===== src/rtl/zion_fetch_queue_pkg.sv =====
// Shared fetch/decode types for the zion front end.
package zion_fetch_queue_pkg;

    localparam int FQ_DEFAULT_DEPTH = 4;

    typedef struct packed {
        logic [31:0] pc;
        logic [31:0] instr;
    } fetch_entry_t;

endpackage


===== src/rtl/zion_fetch_fifo_core.sv =====
// Generic DEPTH-entry synchronous FIFO of fetch entries with clear and async reset.
module zion_fetch_fifo_core
    import zion_fetch_queue_pkg::*;
#(
    parameter int DEPTH = FQ_DEFAULT_DEPTH,
    localparam int AW = $clog2(DEPTH),
    localparam int CW = AW + 1
) (
    input  logic         clk,
    input  logic         rst,
    input  logic         push_i,
    input  fetch_entry_t entry_i,
    input  logic         pop_i,
    input  logic         clear_i,
    output logic [CW-1:0] count_o,
    output fetch_entry_t head_o
);

    fetch_entry_t  mem_q [DEPTH];
    logic [AW-1:0] wr_ptr_q, wr_ptr_d;
    logic [AW-1:0] rd_ptr_q, rd_ptr_d;
    logic [CW-1:0] count_q, count_d;

    // Clear wins over push/pop; callers never push into a full FIFO.
    always_comb begin
        wr_ptr_d = wr_ptr_q;
        rd_ptr_d = rd_ptr_q;
        count_d  = count_q;
        if (clear_i) begin
            wr_ptr_d = '0;
            rd_ptr_d = '0;
            count_d  = '0;
        end else begin
            if (push_i) wr_ptr_d = wr_ptr_q + AW'(1);
            if (pop_i)  rd_ptr_d = rd_ptr_q + AW'(1);
            count_d = count_q + CW'(push_i) - CW'(pop_i);
        end
    end

    always_ff @(posedge clk or posedge rst) begin
        if (rst) begin
            wr_ptr_q <= '0;
            rd_ptr_q <= '0;
            count_q  <= '0;
            for (int i = 0; i < DEPTH; i++) mem_q[i] <= '0;
        end else begin
            wr_ptr_q <= wr_ptr_d;
            rd_ptr_q <= rd_ptr_d;
            count_q  <= count_d;
            if (push_i && !clear_i) mem_q[wr_ptr_q] <= entry_i;
        end
    end

    assign count_o = count_q;
    assign head_o  = mem_q[rd_ptr_q];

endmodule


===== src/rtl/zion_fetch_queue.sv =====
// Fetch-to-decode decoupling queue: one in-flight imem request plus a small FIFO.
module zion_fetch_queue
    import zion_fetch_queue_pkg::*;
#(
    parameter int DEPTH = FQ_DEFAULT_DEPTH,
    localparam int CW = $clog2(DEPTH) + 1
) (
    input  logic        clk,
    input  logic        rst,
    input  logic        iFetchEn,
    input  logic [31:0] iPc,
    input  logic [31:0] iInstr,
    input  logic        iFlush,
    output logic        oFetchStall,
    output logic        oValid,
    output logic [31:0] oPc,
    output logic [31:0] oInstr,
    input  logic        iReady
);

    logic          req_vld_q, req_vld_d;
    logic [31:0]   req_pc_q, req_pc_d;
    logic [CW-1:0] count;
    logic [CW:0]   occupancy;
    logic          accept, push, pop;
    fetch_entry_t  head, entry;

    // The in-flight slot counts as occupied so a returning response always fits.
    assign occupancy   = {1'b0, count} + (CW+1)'(req_vld_q);
    assign oFetchStall = (occupancy >= (CW+1)'(DEPTH));

    assign accept = iFetchEn && !oFetchStall && !iFlush;
    assign push   = req_vld_q && !iFlush;
    assign pop    = oValid && iReady;
    assign entry  = '{pc: req_pc_q, instr: iInstr};

    always_comb begin
        req_vld_d = accept;
        req_pc_d  = accept ? iPc : req_pc_q;
    end

    always_ff @(posedge clk or posedge rst) begin
        if (rst) begin
            req_vld_q <= 1'b0;
            req_pc_q  <= '0;
        end else begin
            req_vld_q <= req_vld_d;
            req_pc_q  <= req_pc_d;
        end
    end

    zion_fetch_fifo_core #(.DEPTH(DEPTH)) u_fifo (
        .clk     (clk),
        .rst     (rst),
        .push_i  (push),
        .entry_i (entry),
        .pop_i   (pop),
        .clear_i (iFlush),
        .count_o (count),
        .head_o  (head)
    );

    assign oValid = (count != '0);
    assign oPc    = head.pc;
    assign oInstr = head.instr;

endmodule


===== config.mk =====
export PLATFORM = sky130hd
export DESIGN_NAME = zion_fetch_queue
export DESIGN_NICKNAME = d
export VERILOG_FILES = /design/src/rtl/zion_fetch_queue_pkg.sv /design/src/rtl/zion_fetch_fifo_core.sv /design/src/rtl/zion_fetch_queue.sv
export SDC_FILE = /design/constraint.sdc
export NUM_CORES = 1
export LEC_CHECK = 0
export ABC_AREA = 1
export ABC_CLOCK_PERIOD_IN_PS = 16600
export CORE_ASPECT_RATIO = 1.2
export CORE_MARGIN = 2
export CORE_UTILIZATION = 55
export DETAILED_ROUTE_END_ITERATION = 10
export PLACE_DENSITY = 0.89
export SLEW_MARGIN = 20
export SYNTH_ARGS = -nofsm -noshare
export SYNTH_HDL_FRONTEND = slang
export SYNTH_HIERARCHICAL = 1
export SYNTH_SLANG_ARGS = --single-unit

===== constraint.sdc =====
create_clock -name clk -period 16.6 [get_ports clk]
set_input_delay 3.32 -clock clk [delete_from_list [all_inputs] [get_ports clk]]
set_output_delay 3.32 -clock clk [all_outputs]
set_load 0.1 [all_outputs]

==> results.md <==
- Relative slew slack: 29.63%
- Die height: 174.3 um
- Final core utilization: 65.54%
- Vias in the first global route: 10610
- TNS Setup: 0 ps
- Initial antenna violation count: 0
- Die width: 145.9 um
- Peak supply drop: 0.1777 mV
- CTS Buf Count: 29
- # setup viols final: 0
- Power Dens Cells: 196.8 nW/um^2
- N_diodes: 0
- Slew @ Worst Pin: 1052 ps
- Num rows: 62
- 1st-pass router iterations: 5
- Core box area: 23820 sq um
- CP endpoint kind: primary output
- Max-cap violations: 0
- Overall Power: 3.072 mW
- Number of hold violations in the final report: 0
- Htree depth: 1
- Pre-CTS setup slack: 9523 ps
- RD Place Congestion: 0.7936
- Post-cts resize count: 0
- Crit Path Class: flip-flop to primary output
- Wire per inst: 15.02 um
- Routed Antenna Nets: 0
- Largest stage delay, worst path: 1160 ps
- Status: completed
- Startpoint types: flip-flop
- Fmax achieved: 142.9 MHz
- First-pass GRT wire length: 50.05 mm
- Drt via density: 5.443
- Starting Density: 55.83%
- Number of remaining DRC errors: 0
- Non-Filler Instances: 1989
- Clock Skew: 9.846 ps
- Leak: 7.177 nW
- Setup Buffers After CTS: 0
- TritonCTS clock tree: yes
- Slew Limit Fails: 0
- Synth Register Bits: 296
- Final net count: 1723
- Io pins: 135
- Area of the multi-input gates: 4582 sq um
- Hold-fix buffers, CTS: 0
- Placed cell count: 1935
- Fin area: 15610 sq um
- Layout area overhead: 17.39%
- Full die area: 25440 sq um
- Worst path cell trace: buf_4, o211ai_1, nand2_1, clkdlybuf4s50_1
- Clock Root Buffer: clkbuf_16
- Unrepaired setup endpoints after global routing: no
- Clk slew on worst S/H paths: 60 ps
- Final WS setup: 9604 ps
- Crit path arrival time: 3680 ps
- DR vias: 10830
- Required time worst endpoint: 13280 ps
- Hold_ws: 470.7 ps
- Remaining global-route overflow: 0
- Fin crit period: 6996 ps
- Layout cell share with drive strength beyond 1: 4.134%
- Port bufs: 134
- Syn Nets: 1659
- Ys Warns: 6
- Detail Placement HPWL: 17.79 mm
- WL final: 29.88 mm
- Worst-Skew Late Latency: 530 ps
- Period utilization: 42.15%
- Netlist cell types: 24
- Filler Cells Inserted: 1854
- Reg area: 7415 sq um
- Critical Path Fanout Max: 75
- Clk buf depth: 3
- Syn avg cell area: 8.400 sq um
- Worst Hold Class: flip-flop to flip-flop
- GRT Util Overall: 23.43%
- Initial DRC Count: 1005
- Slowest-stage cell, CP: clkdlybuf4s50_1
- Dpl cell area: 14590 sq um
- Post-Syn Area: 13300 sq um
- # clock sinks: 296
- Largest net degree at the start of global routing: 141
- Cells after Synth: 1583
- Sequential fraction of the synthesis area: 55.71%
==> layout make-up <==
cell class,instances,share of cell area [%]
tap,320,2.565
inverter,208,5.050
clock inverter,8,0.6012
multi-input combinational,968,29.35
sequential,296,47.50
timing repair buffer,144,9.250
clock buffer,45,5.675
==> metal layers <==
layer  share of wire, %  vias to the layer above  track usage (%)
met5                  0                        -                0
met4                2.8                        0            7.884
met3                5.1                       67            2.572
met2                 50                      349            40.53
met1                 42                     5209            31.00
li1                   -                     5202                -
==> worst max-delay path, delay by kind of cell (launching register included) <==
family / cells / cell delay (ps)
AO/OA/AOI/OAI: 1 / 180
buffers and inverters: 2 / 1940
flip-flops: 1 / 850
AND/OR/NAND/NOR: 1 / 160
==> kinds of logic (layout without fill, tap and decap cells) <==
kind of cell	count (synthesis)	in the layout	share of synthesized area, %
simple gates	508	508	15.22
flops	296	296	55.71
fa+ha+maj	7	7	0.7152
buf+inv	319	405	10.06
compound gates	452	452	18.24
xor+xnor	1	1	0.06588
==> synth_stat cells <==
cell / instances / share of area, %
clkbuf_1: 14 / 0.40
o21ai_1: 3 / 0.11
buf_2: 61 / 2.3
nand2_1: 464 / 13
fa_1: 1 / 0.15
clkbuf_2: 24 / 0.90
nor2_1: 7 / 0.20
inv_2: 1 / 0.028
xor2_1: 1 / 0.066
o211ai_1: 64 / 3.6
buf_4: 3 / 0.17
o21ai_0: 318 / 12
ha_1: 6 / 0.56
nand3_4: 1 / 0.13
dfrtp_1: 296 / 56
a21boi_0: 1 / 0.056
nor2_4: 2 / 0.17
buf_1: 6 / 0.17
inv_1: 207 / 5.8
buf_6: 3 / 0.25
nand3_1: 1 / 0.038
a21oi_1: 66 / 2.5
nand4_1: 32 / 1.5
nand3_2: 1 / 0.075
==> final timing paths <==
path / cells past startpoint / endpoint / slack [ps] / from
worst max-delay path: 4 / oPc[18] / 9600 / u_fifo/rd_ptr_q[1]
worst min-delay path: 2 / req_pc_q[8] / 470 / req_pc_q[8]
worst max register to register: 10 / u_fifo/count_o[2] / 14040 / u_fifo/count_o[2]
worst min register to register: 2 / req_pc_q[8] / 470 / req_pc_q[8]
max in group asynchronous: 4 / u_fifo/mem_q[6] / 11300 / rst
min in group asynchronous: 2 / u_fifo/mem_q[101] / 3310 / rst
==> sequential cells by signal, summed over array words and instances, names as in the netlist <==
register and cells:
req_pc_q 32, u_fifo/count_o 3, u_fifo/mem_q 256, u_fifo/wr_ptr_q 2
u_fifo/rd_ptr_q 2, req_vld_q 1
==> cell usage in the layout (no fill, tap or decap) <==
cell / instances
buf_16: 1
o211ai_1: 64
a21oi_1: 66
buf_4: 7
nand3_2: 1
clkbuf_1: 6
nand2_4: 4
clkbuf_16: 29
ha_1: 6
nand3_4: 1
nand2_1: 460
nand4_1: 32
inv_8: 1
o21ai_0: 318
fa_1: 1
xor2_1: 1
clkinv_2: 5
a21boi_0: 1
nand3_1: 1
buf_6: 2
clkdlybuf4s50_1: 134
dfrtp_4: 2
clkbuf_8: 10
inv_2: 1
dfrtp_1: 294
o21ai_1: 3
nor2_4: 2
nor2_1: 7
bufinv_16: 2
clkinv_4: 1
inv_1: 206
==> where the power goes <==
part,internal (mW),leakage [nW],total (mW),switching (mW)
Combinational,0.331,2.71,1.46,1.13
Sequential,0.853,3.98,0.946,0.0935
Clock,0.396,0.488,0.663,0.267
Total,1.58,7.18,3.07,1.49
No activity file was read; power rests on OpenSTA's default activity.
